### src/rtl/ofm_drain_reader_if.sv
// ofm_drain_reader_if
//   Bundles the OFM RAM ports and the quantised output stream of the drain reader.
//   master : the drain reader. It drives the RAM read/clear-write requests and the output stream.
//   slave  : the RAM plus the downstream consumer.
//   Signals:
//     ram_rd_en / ram_rd_addr / ram_rd_data  - RAM port A. Data returns 1 cycle after ram_rd_en.
//     ram_wr_en / ram_wr_addr / ram_wr_data  - RAM port B. Clear writes; the data is always 0.
//     out_valid / out_ready / out_data / out_last - int4 activation stream.
interface ofm_drain_reader_if #(
  parameter int unsigned ADDR_BIT = 14
);
  logic                ram_rd_en;
  logic [ADDR_BIT-1:0] ram_rd_addr;
  logic [14:0]         ram_rd_data;
  logic                ram_wr_en;
  logic [ADDR_BIT-1:0] ram_wr_addr;
  logic [14:0]         ram_wr_data;
  logic                out_valid;
  logic                out_ready;
  logic [3:0]          out_data;
  logic                out_last;

  modport master (
    output ram_rd_en, ram_rd_addr,
    input  ram_rd_data,
    output ram_wr_en, ram_wr_addr, ram_wr_data,
    output out_valid, out_data, out_last,
    input  out_ready
  );

  modport slave (
    input  ram_rd_en, ram_rd_addr,
    output ram_rd_data,
    input  ram_wr_en, ram_wr_addr, ram_wr_data,
    input  out_valid, out_data, out_last,
    output out_ready
  );
endinterface

### src/rtl/ofm_drain_reader.sv
// ofm_drain_reader
//   Drains the OFM accumulation RAM in address order once a layer finishes.
//   Each 15-bit signed partial sum is processed in three steps:
//     1. ReLU.
//     2. Right shift by SHIFT.
//     3. Saturation to unsigned int4.
//   Results stream out through a 2-entry FIFO. Each location can optionally be
//   zeroed one cycle after it is read.
//   Ports:
//     clk, rst_n   - clock and asynchronous active-low reset.
//     start        - one-cycle pulse that begins a run. Ignored while busy.
//     clear_en     - sampled on an accepted start. 1 = zero each location after it is read.
//     busy         - high from the cycle after an accepted start until done.
//     done         - one-cycle pulse in the cycle after the last element is accepted.
//     bus (master) - RAM ports A/B and the output stream (see ofm_drain_reader_if).
module ofm_drain_reader #(
  parameter int unsigned DEPTH    = 114*114,
  parameter int unsigned ADDR_BIT = 14,
  parameter int unsigned SHIFT    = 4
) (
  input  logic clk,
  input  logic rst_n,
  input  logic start,
  input  logic clear_en,
  output logic busy,
  output logic done,
  ofm_drain_reader_if.master bus
);

  typedef enum logic [1:0] {
    IDLE,
    RUN,
    FLUSH,
    DONE
  } state_t;

  localparam logic [ADDR_BIT-1:0] LAST_ADDR = ADDR_BIT'(DEPTH - 1);

  state_t              state;
  logic [ADDR_BIT-1:0] rd_addr;
  logic                clr_q;
  logic                inflight;
  logic                inflight_last;
  logic                wr_en_q;
  logic [ADDR_BIT-1:0] wr_addr_q;

  logic [3:0]          fifo_data [0:1];
  logic                fifo_last [0:1];
  logic                wr_ptr;
  logic                rd_ptr;
  logic [1:0]          fifo_count;

  logic                pop;
  logic                push;
  logic                issue;
  logic [2:0]          occupancy;
  logic [1:0]          count_nxt;
  logic [13:0]         mag;
  logic [3:0]          conv;

  // Issue a read only if, after this cycle's pop, the FIFO still has room for
  // the entries already buffered, the read in flight, and the new read.
  always_comb begin
    pop       = (fifo_count != 2'd0) && bus.out_ready;
    push      = inflight;
    occupancy = {1'b0, fifo_count} + {2'b00, inflight};
    issue     = (state == RUN) && (occupancy < (pop ? 3'd3 : 3'd2));
    count_nxt = fifo_count + {1'b0, push} - {1'b0, pop};
  end

  // ReLU, shift, then saturate to int4.
  always_comb begin
    mag  = bus.ram_rd_data[13:0] >> SHIFT;
    conv = '0;
    if (!bus.ram_rd_data[14]) begin
      conv = (mag > 14'd15) ? 4'hF : mag[3:0];
    end
  end

  always_ff @(posedge clk or negedge rst_n) begin
    if (!rst_n) begin
      state         <= IDLE;
      rd_addr       <= '0;
      clr_q         <= 1'b0;
      inflight      <= 1'b0;
      inflight_last <= 1'b0;
      wr_en_q       <= 1'b0;
      wr_addr_q     <= '0;
      busy          <= 1'b0;
      done          <= 1'b0;
      wr_ptr        <= 1'b0;
      rd_ptr        <= 1'b0;
      fifo_count    <= '0;
      for (int unsigned i = 0; i < 2; i++) begin
        fifo_data[i] <= '0;
        fifo_last[i] <= 1'b0;
      end
    end else begin
      done          <= 1'b0;
      inflight      <= issue;
      inflight_last <= issue && (rd_addr == LAST_ADDR);
      // Clear write trails its read by one cycle, so it never collides with the current read address.
      wr_en_q       <= issue && clr_q;
      if (issue) begin
        wr_addr_q <= rd_addr;
      end

      if (push) begin
        fifo_data[wr_ptr] <= conv;
        fifo_last[wr_ptr] <= inflight_last;
        wr_ptr            <= ~wr_ptr;
      end
      if (pop) begin
        rd_ptr <= ~rd_ptr;
      end
      fifo_count <= count_nxt;

      case (state)
        IDLE: begin
          if (start) begin
            clr_q   <= clear_en;
            rd_addr <= '0;
            busy    <= 1'b1;
            state   <= RUN;
          end
        end
        RUN: begin
          if (issue) begin
            if (rd_addr == LAST_ADDR) begin
              // Wrap the counter back to 0 instead of incrementing past DEPTH-1,
              // which may not fit when 2**ADDR_BIT == DEPTH.
              rd_addr <= '0;
              state   <= FLUSH;
            end else begin
              rd_addr <= rd_addr + 1'b1;
            end
          end
        end
        FLUSH: begin
          // Look at the post-pop occupancy so done lands in the cycle after the last handshake.
          if (!inflight && (count_nxt == 2'd0)) begin
            done  <= 1'b1;
            state <= DONE;
          end
        end
        DONE: begin
          busy  <= 1'b0;
          state <= IDLE;
        end
        default: state <= IDLE;
      endcase
    end
  end

  always_comb begin
    bus.ram_rd_en   = issue;
    bus.ram_rd_addr = rd_addr;
    bus.ram_wr_en   = wr_en_q;
    bus.ram_wr_addr = wr_addr_q;
    bus.ram_wr_data = '0;
    bus.out_valid   = (fifo_count != 2'd0);
    bus.out_data    = fifo_data[rd_ptr];
    bus.out_last    = fifo_last[rd_ptr];
  end

endmodule

### src/flat_wrapper.sv
// flat-port wrapper written by rule: the top's interface ports become plain ports
module ofm_drain_reader_flat 
#(
  parameter int unsigned DEPTH    = 114*114,
  parameter int unsigned ADDR_BIT = 14,
  parameter int unsigned SHIFT    = 4
)
  (clk, rst_n, start, clear_en, busy, done, bus_ram_rd_en, bus_ram_rd_addr, bus_ram_rd_data, bus_ram_wr_en, bus_ram_wr_addr, bus_ram_wr_data, bus_out_valid, bus_out_data, bus_out_last, bus_out_ready);
  ofm_drain_reader_if #(.ADDR_BIT(ADDR_BIT)) bus_i ();
  input  logic clk;
  input  logic rst_n;
  input  logic start;
  input  logic clear_en;
  output logic busy;
  output logic done;
  output wire logic [$bits(bus_i.ram_rd_en)-1:0] bus_ram_rd_en;
  output wire logic [$bits(bus_i.ram_rd_addr)-1:0] bus_ram_rd_addr;
  input wire logic [$bits(bus_i.ram_rd_data)-1:0] bus_ram_rd_data;
  output wire logic [$bits(bus_i.ram_wr_en)-1:0] bus_ram_wr_en;
  output wire logic [$bits(bus_i.ram_wr_addr)-1:0] bus_ram_wr_addr;
  output wire logic [$bits(bus_i.ram_wr_data)-1:0] bus_ram_wr_data;
  output wire logic [$bits(bus_i.out_valid)-1:0] bus_out_valid;
  output wire logic [$bits(bus_i.out_data)-1:0] bus_out_data;
  output wire logic [$bits(bus_i.out_last)-1:0] bus_out_last;
  input wire logic [$bits(bus_i.out_ready)-1:0] bus_out_ready;
  assign bus_ram_rd_en = bus_i.ram_rd_en;
  assign bus_ram_rd_addr = bus_i.ram_rd_addr;
  assign bus_i.ram_rd_data = bus_ram_rd_data;
  assign bus_ram_wr_en = bus_i.ram_wr_en;
  assign bus_ram_wr_addr = bus_i.ram_wr_addr;
  assign bus_ram_wr_data = bus_i.ram_wr_data;
  assign bus_out_valid = bus_i.out_valid;
  assign bus_out_data = bus_i.out_data;
  assign bus_out_last = bus_i.out_last;
  assign bus_i.out_ready = bus_out_ready;
  ofm_drain_reader #(.DEPTH(DEPTH), .ADDR_BIT(ADDR_BIT), .SHIFT(SHIFT)) u_core (.clk(clk), .rst_n(rst_n), .start(start), .clear_en(clear_en), .busy(busy), .done(done), .bus(bus_i));
endmodule
### config.mk
export PLATFORM = sky130hd
export DESIGN_NAME = ofm_drain_reader_flat
export DESIGN_NICKNAME = d
export VERILOG_FILES = /design/src/rtl/ofm_drain_reader_if.sv /design/src/rtl/ofm_drain_reader.sv /design/src/flat_wrapper.sv
export SDC_FILE = /design/constraint.sdc
export NUM_CORES = 1
export LEC_CHECK = 0
export BUFFER_PORTS_ARGS = -buffer_cell sky130_fd_sc_hd__buf_2
export CAP_MARGIN = 5
export CELL_PAD_IN_SITES_DETAIL_PLACEMENT = 0
export CELL_PAD_IN_SITES_GLOBAL_PLACEMENT = 1
export CORE_MARGIN = 10
export CORE_UTILIZATION = 30
export CTS_BUF_LIST = sky130_fd_sc_hd__clkbuf_8
export DETAILED_ROUTE_END_ITERATION = 12
export GPL_TIMING_DRIVEN = 0
export PLACE_DENSITY_LB_ADDON = 0.1
export SYNTH_ARGS = -nofsm -noshare
export SYNTH_HDL_FRONTEND = slang
export SYNTH_SLANG_ARGS = --single-unit
### constraint.sdc
create_clock -name clk -period 7.45 [get_ports clk]
set_input_delay 0 -clock clk [delete_from_list [all_inputs] [get_ports clk]]
set_output_delay 0 -clock clk [all_outputs]
set_load 0.05 [all_outputs]
==> results of run 1 <==
state kept, by name, indices dropped and copies added (netlist names):
name and count:
u_core.bus.ram_rd_addr 14, u_core.bus.ram_wr_addr 14, u_core.bus.ram_wr_en 1, u_core.busy 1, u_core.clr_q 1, u_core.done 1
u_core.fifo_count 2, u_core.fifo_data 8, u_core.fifo_last 2, u_core.inflight 1, u_core.inflight_last 1, u_core.rd_ptr 1
u_core.state 2, u_core.wr_ptr 1
critical path: stages (launching register included):
cell and delay [ns]:
dfrtp_1 0.46, ha_1 0.21, ha_1 0.29, o21a_1 0.14, nor2_1 0.07, nand2_1 0.26, clkbuf_1 0.53, inv_1 0.15
buf_2 0.25
where the power goes:
part	internal, mW	leakage (nW)	switching, mW
sequential	0.350	0.611	0.0590
clock	0.0749	0.0472	0.0936
combinational	0.246	0.892	0.532
metal layers:
metal,vias to the layer above,track usage [%],part of all wire [%]
li1,960,-,-
met1,922,13.0,47
met2,46,15.0,46
met3,5,3.30,6.0
met4,0,2.54,1.0
met5,-,0,0
per-stage QoR:
stage / hold WS, ns / area [um2] / total power, mW / setup WS [ns] / std cells
finish: 0.0463 / 3140 / 1.36 / 4.76 / 416
global route: 0.0476 / 3140 / 1.46 / 4.51 / 416
CTS: 0.0427 / 3140 / 1.38 / 4.67 / 416
detailed placement: 0.259 / 3020 / 1.21 / 4.81 / 406
global placement: 0.245 / 3020 / 1.20 / 4.83 / 406
floorplan: -0.296 / 2630 / 1.01 / 4.99 / 248
repair_timing:
item | in CTS | in global routing
hold buffers | 2 | 0
hold endpoints to repair | 51 | 0
endpoints found under the setup margin | 0 | 0
logic make-up (layout without fill, tap and decap cells):
logic type	count (synthesis)	in the layout	synth area share [%]
adder cells (fa/ha/maj)	9	9	4.37
buffers and inverters	33	96	7.29
multiplexers	33	33	14.5
XOR/XNOR	4	4	1.36
flip-flops	50	50	48.6
AND/OR/NAND/NOR	71	71	16.1
other	1	15	0.146
AO/OA/AOI/OAI	33	33	7.68
cells in the mapped netlist:
master,instances
nor4_4,1
mux2i_1,2
buf_6,1
o211ai_1,1
and2_1,2
ha_1,9
nand3b_1,1
nor4b_1,2
a31oi_1,8
xor2_1,1
nand4_1,5
or3_1,1
nor3_1,3
or4_1,3
nand4b_1,2
inv_1,11
xnor2_1,3
nor2_1,7
a21oi_1,11
or2_2,1
a41oi_1,3
o31ai_1,1
mux2_2,30
o21a_1,1
mux2_4,1
nand2b_1,4
nor2b_1,1
nand3_1,11
o31a_1,1
and3_1,2
o21ai_0,6
nor4_1,3
nand4bb_1,2
conb_1,1
o21ai_1,1
dfrtp_1,50
or3_4,2
nand2_1,18
buf_4,15
clkbuf_1,6
layout make-up:
type / instances / area [um2] / area share, %
plain buffers: 22 / 146 / 4.66
clock buffers: 6 / 82.6 / 2.63
clock inverters: 2 / 12.5 / 0.399
inverters: 11 / 41.3 / 1.32
multi-input cells: 165 / 1190 / 37.9
flip-flops and latches: 50 / 1250 / 39.9
well taps: 105 / 131 / 4.18
repair buffers: 55 / 285 / 9.09
worst paths after layout:
path / endpoint / slack, ns / cells past startpoint
hold reg to reg: u_core.wr_ptr / 0.49 / 1
setup reg to reg: u_core.state[1] / 4.79 / 10
max in group asynchronous: u_core.bus.ram_wr_en / 6.31 / 2
hold / removal: u_core.busy / 0.05 / 4
min in group asynchronous: u_core.fifo_data[2] / 0.46 / 2
setup / recovery: bus_ram_rd_en / 4.76 / 8
==> results.json, run 1 <==
{
  "dr.pass1.iters": 4,
  "yosys_warnings": 0,
  "diodes": 0,
  "drive_above_1_share_pct": 36.0,
  "ctsResizeCount": 0,
  "rsz0062_at_grt": "no",
  "cts-buffers-inserted": 5,
  "final_util_pct": 37.8,
  "yosys-top-cells-area": "dfrtp_1, mux2_2, buf_4, ha_1, nand2_1",
  "row_count": 33,
  "grt_pass1_wl_um": 10300,
  "timing.fmax_mhz": 371,
  "finClkSkew_ns": 0.00794,
  "vdd_drop_max_uv": 265,
  "syn_to_final_growth_pct": 21.9,
  "antenna_found_initial": 0,
  "tightestPinTransition_ns": 1.12,
  "clock-sinks": 50,
  "cap_viol_max_count": 0,
  "power.density_nw_per_um2": 432,
  "yosys.cell_types.count": 40,
  "fin_crit_sh_pct": 36.2,
  "synth.top_cell.area_share_pct": 48.6,
  "ys_seq_area_share_pct": 48.6,
  "max_slew_margin_pct": 25.4,
  "required_ns": 7.45,
  "die-area_um2": 12700,
  "avgSynthCellArea_um2": 11.0,
  "final_nets": 339,
  "ant_nets": 0,
  "tns_ns": 0,
  "cts-htree-levels": 2,
  "setup_violations": 0,
  "totalWireLength_um": 6290,
  "path_clk_slew_ns": 0.10,
  "final_hold_viol_count": 0,
  "period_needed_ns": 2.69,
  "io_pins": 73,
  "critPathLaunchType": "flip-flop",
  "cts_buffer_depth": 2,
  "p_leak_nw": 1.55,
  "globalRouteTotalUtil_pct": 9.84,
  "report.final.slew_viol_count": 0,
  "cts-root-buf": "clkbuf_8",
  "grt_max_degree": 51,
  "post_cts_buffers": 0,
  "synth_seq_cells": 50,
  "grt_pass1_vias": 1953,
  "drt_iter0_markers": 66,
  "arrival_ns": 2.69,
  "final_cell_mix": "buf_2, dfrtp_1, mux2_2",
  "clock_latency_ns": 0.31,
  "synth_top_cell_by_area": "dfrtp_1",
  "path_class": "reg -> out",
  "coreArea_um2": 8300,
  "hold_path.class": "in -> reg",
  "critPathLaunch": "u_core.inflight",
  "start_util_pct": 31.0,
  "dieHeight_um": 113,
  "synth_area_um2": 2570,
  "viasPerCell": 4.65,
  "port_buffers": 53,
  "hp-start": "start",
  "status": "finished clean",
  "num_vias": 1933,
  "final_common_cell": "buf_2",
  "dp_hpwl_um": 4670,
  "cts_tree": "yes",
  "worstPathMaxFanout": 10,
  "place.gp.congestion": 0.717,
  "cp-end-kind": "output pin",
  "r2r-start": "u_core.fifo_count[1]",
  "drcViolationCount": 0,
  "grt_overflow": 0,
  "n_fill_cell": 881,
  "wire_per_inst_um": 15.1,
  "die_w_um": 113,
  "postSynthCellCount": 234
}
Note: power is estimated with default switching activity, not from simulation.
==> run 2: changes to the inputs <==
clock period = 2.75 ns   (was 7.45 ns; I/O delays follow)
==> results.json, run 2 (synthesis results as in run 1) <==
{
  "place.gp.congestion": 0.717,
  "cts-root-buf": "clkbuf_8",
  "tns_ns": 0,
  "seqPwrFrac_pct": 30.1,
  "final_cell_mix": "buf_2, dfrtp_1, mux2_2",
  "swShare_pct": 50.6,
  "start_util_pct": 31.0,
  "timing.fmax_mhz": 390,
  "finClkSkew_ns": 0.00755,
  "fin_area_um2": 3160,
  "max_slew_margin_pct": 26.0,
  "path_cells": "o21ai_2 -> inv_1 -> ha_1 -> inv_1 -> ha_1 -> xnor2_1 -> xnor2_1 -> o31a_1 -> or3_4 -> mux2_4",
  "power.density_nw_per_um2": 1170,
  "final_common_cell": "buf_2",
  "p_leak_nw": 1.56,
  "worstPathMaxFanout": 4,
  "drive_above_1_share_pct": 37.0,
  "setup_ws_ns": 0.189,
  "path_clk_slew_ns": 0.10,
  "post_cts_buffers": 0,
  "hold_path.class": "in -> reg",
  "power_frac_clock_pct": 12.6,
  "combPwrFrac_pct": 57.4,
  "wire_per_inst_um": 15.3,
  "diodes": 0,
  "fin_crit_sh_pct": 93.1,
  "num_vias": 1938,
  "dr.pass1.iters": 4,
  "tightestPinTransition_ns": 1.11,
  "path_class": "reg -> reg",
  "die-area_um2": 12700,
  "place_ws_ns": 0.114,
  "cts_buffer_depth": 2,
  "required_ns": 2.96,
  "crit_slowest_cell": "dfrtp_1",
  "totalWireLength_um": 6360,
  "die_w_um": 113,
  "grt_overflow": 0,
  "drt_iter0_markers": 55,
  "ant_nets": 0,
  "cp-end-kind": "flip-flop",
  "p_int_mw": 1.82,
  "stdcell_count": 416,
  "period_needed_ns": 2.56,
  "coreArea_um2": 8300,
  "grt_pass1_wl_um": 10300,
  "dp_cells": 406,
  "port_buffers": 53,
  "syn_to_final_growth_pct": 22.6,
  "dieHeight_um": 113,
  "setup_violations": 0,
  "grt_max_degree": 51,
  "rsz0062_at_grt": "no",
  "grt_pass1_vias": 1948,
  "arrival_ns": 2.77,
  "clock_latency_ns": 0.31,
  "dp_hpwl_um": 4670,
  "cts_tree": "yes",
  "status": "finished clean",
  "antenna_found_initial": 0,
  "row_count": 33,
  "final_nets": 339,
  "cpPeakStageDelay_ns": 0.44,
  "p_sw_mw": 1.87,
  "drcViolationCount": 0,
  "final_hold_viol_count": 0,
  "clock-sinks": 50,
  "viasPerCell": 4.66,
  "cts-buffers-inserted": 5,
  "cts-htree-levels": 2,
  "critPathLaunchType": "flip-flop",
  "dpl_cell_area_um2": 3020,
  "vdd_drop_max_uv": 676,
  "io_pins": 73,
  "globalRouteTotalUtil_pct": 9.85,
  "cap_viol_max_count": 0,
  "reg2reg_slack_ns": 0.19,
  "report.final.slew_viol_count": 0
}
run 2: cell types whose count changed in the layout (fill, tap and decap cells not counted), sizes merged:
cell         change
dlygate4sd3      +1
clkbuf           -1
run 2: through the flow:
step	util (%)	power (mW)	hold slack, ns
finish	38.0	3.69	0.0399
global route	38.0	3.97	0.0476
CTS	37.8	3.74	0.0427
detailed placement	36.4	3.27	0.259
global placement	36.4	3.26	0.245
floorplan	-	2.74	-0.296
run 2: power groups by stage:
stage	Clock, mW	Sequential, mW	Combinational [mW]
after global placement	0	1.12	2.14
after floorplan	0	1.44	1.30
after detailed placement	0	1.12	2.14
after global routing	0.517	1.14	2.31
final	0.464	1.11	2.12
after CTS	0.481	1.11	2.15
run 2: worst max-delay path: cells and delay by family (launching register included):
family / cells / cell delay (ns)
xor+xnor: 2 / 0.29
compound gates: 2 / 0.51
buf+inv: 2 / 0.11
simple gates: 1 / 0.34
flops: 1 / 0.44
mux: 1 / 0.30
fa+ha+maj: 2 / 0.46
run 2: layout make-up:
class	count	area (um2)
buffer	21	143
multi-input combinational	165	1200
fill	880	5140
clock inverter	2	12.5
clock buffer	6	82.6
tap	105	131
timing repair buffer	56	295
inverter	11	41.3
sequential	50	1250
run 2: routing by layer:
metal	track usage, %	vias up	routed length (um)
met5	0	-	0
met4	2.54	0	67
met3	3.30	5	370
met2	15.2	45	2930
met1	12.8	924	2990
li1	-	964	-
run 2: worst paths after layout:
path                                            from                    to  cells past startpoint
max in group asynchronous                      rst_n  u_core.bus.ram_wr_en                      2
worst max register to register  u_core.fifo_count[1]       u_core.state[1]                     10
worst max-delay path            u_core.fifo_count[1]       u_core.state[1]                     10
min in group asynchronous                      rst_n   u_core.fifo_data[2]                      2
worst min-delay path                           start           u_core.busy                      4
worst min register to register         u_core.wr_ptr         u_core.wr_ptr                      1
run 2: timing repair:
| item | CTS | global route |
|---|---|---|
| hold endpoints to repair | 51 | 1 |
| gates resized for setup | 0 | 3 |
| endpoints found under the setup margin | 1 | 5 |
| hold buffers | 2 | 1 |
==> run 3: changes to the inputs <==
PLACE_DENSITY = 0.64   (was not set)
PLACE_DENSITY_LB_ADDON = not set   (was 0.1)
==> results.json, run 3 (synthesis results as in run 1) <==
{
  "status": "complete, but fails checks",
  "violations": "negative hold slack",
  "viasPerCell": 4.75,
  "num_vias": 1972,
  "globalRouteTotalUtil_pct": 9.64,
  "diodes": 0,
  "drive_above_1_share_pct": 36.8,
  "final_nets": 338,
  "die-area_um2": 12700,
  "crit_slowest_cell": "dfrtp_1",
  "start_util_pct": 31.0,
  "gr-usage-met2_pct": 15.1,
  "grt_util_met3_pct": 3.51,
  "path_clk_slew_ns": 0.10,
  "hold-worst-slack_ns": -0.00495,
  "antenna_found_initial": 0,
  "coreArea_um2": 8300,
  "final_util_pct": 38.0,
  "totalWireLength_um": 6250,
  "period_needed_ns": 2.55,
  "dieHeight_um": 113,
  "seqPwrFrac_pct": 30.1,
  "power_frac_clock_pct": 13.1,
  "die_w_um": 113,
  "min_path_cells": 3,
  "worstPathMaxFanout": 4,
  "clock_latency_ns": 0.30,
  "top_usage_layer": "met2",
  "dp_hpwl_um": 4640,
  "p_leak_nw": 1.56,
  "arrival_ns": 2.75,
  "fin_crit_sh_pct": 92.8,
  "vdd_drop_max_uv": 632,
  "setup_violations": 0,
  "cts-buffers-inserted": 5,
  "io_pins": 73,
  "power.density_nw_per_um2": 1170,
  "grt_pass1_wl_um": 10200,
  "hold_path.class": "in -> reg",
  "required_ns": 2.95,
  "grt_pass1_vias": 2020,
  "drt_iter0_markers": 77,
  "grt_use_met1_pct": 12.2,
  "ant_nets": 0,
  "syn_to_final_growth_pct": 22.4,
  "timing.fmax_mhz": 392,
  "cts_tree": "yes",
  "cap_viol_max_count": 0,
  "dr.pass1.iters": 4,
  "tightestPinTransition_ns": 1.14,
  "final_hold_viol_count": 1,
  "row_count": 33,
  "cts-htree-levels": 2,
  "cts_buffer_depth": 2,
  "cpPeakStageDelay_ns": 0.45,
  "place.gp.congestion": 0.778,
  "port_buffers": 53,
  "clock-sinks": 50,
  "path_cells": "o21ai_2 -> inv_1 -> ha_1 -> inv_1 -> ha_1 -> xnor2_1 -> xnor2_1 -> o31a_1 -> or3_4 -> mux2_4",
  "finClkSkew_ns": 0.0110,
  "cp-end-kind": "flip-flop",
  "grt_max_degree": 51,
  "p_total_mw": 3.70,
  "p_int_mw": 1.84,
  "final_cell_mix": "buf_2, dfrtp_1, mux2_2",
  "report.final.slew_viol_count": 0,
  "final_common_cell": "buf_2",
  "reg2regPathDepth": 10,
  "combPwrFrac_pct": 56.8,
  "drcViolationCount": 0,
  "grt_overflow": 0,
  "dp_cells": 406,
  "p_sw_mw": 1.85,
  "tns_ns": 0,
  "rsz0062_at_grt": "no",
  "wire_per_inst_um": 15.1,
  "cts-root-buf": "clkbuf_8",
  "path_class": "reg -> reg",
  "max_slew_margin_pct": 24.3,
  "stdcell_count": 415,
  "critPathLaunchType": "flip-flop",
  "swShare_pct": 50.1
}
## run 3: changes by cell type in the layout (fill, tap and decap cells not counted)
cell           delta
clkinv_4          +1
clkinv_2          -1
clkinvlp_4        -1
nor3_1            +1
dlygate4sd3_1     -1
nor3_2            -1
clkbuf_8          +1
## run 3: metrics by stage
stage	setup WS, ns	instance area, um2
finish	0.198	3150
detailed placement	0.112	3020
CTS	0.0324	3150
global route	0.0181	3150
global placement	0.147	3020
floorplan	0.290	2630
## run 3: power groups by stage
stage / registers [mW] / clock network (mW) / logic, mW
2_1_floorplan: 1.44 / 0 / 1.30
6_report: 1.11 / 0.484 / 2.10
5_1_grt: 1.14 / 0.529 / 2.29
3_3_place_gp: 1.11 / 0 / 2.12
3_5_place_dp: 1.12 / 0 / 2.13
4_1_cts: 1.11 / 0.503 / 2.13
## run 3: final cells by class
type                       count  area, um2
clock buffer                   7       96.3
multi-input combinational    165       1190
tap                          105        131
inverter                      11       41.3
clock inverter                 1       8.76
sequential                    50       1250
buffer                        21        143
timing repair buffer          55        285
fill                         864       5150
## run 3: routing by layer
layer | wire length (um) | vias up
li1 | - | 958
met1 | 2970 | 960
met2 | 2810 | 52
met3 | 440 | 2
met4 | 28 | 0
met5 | 0 | -
## run 3: repair_timing
action,in CTS,in global routing
setup buffers,0,0
hold buffers,2,0
endpoints found under the setup margin,0,2
gates resized for setup,0,2
endpoints found under the hold margin,51,0
## run 3: final timing paths
check                                           from                         to  slack (ns)
worst max-delay path            u_core.fifo_count[1]            u_core.state[1]        0.20
worst min-delay path                   bus_out_ready              u_core.rd_ptr      -0.005
worst max register to register  u_core.fifo_count[1]            u_core.state[1]        0.20
worst min register to register         u_core.wr_ptr              u_core.wr_ptr        0.49
max in group asynchronous                      rst_n  u_core.bus.ram_wr_addr[4]        1.59
min in group asynchronous                      rst_n        u_core.fifo_data[2]        0.45
## run 3: worst max-delay path: cells and delay by family (launching register included)
kind,cells,cell delay (ns)
multiplexers,1,0.30
adder cells (fa/ha/maj),2,0.46
flip-flops,1,0.45
buffers and inverters,2,0.11
AND/OR/NAND/NOR,1,0.34
AO/OA/AOI/OAI,2,0.51
XOR/XNOR,2,0.29
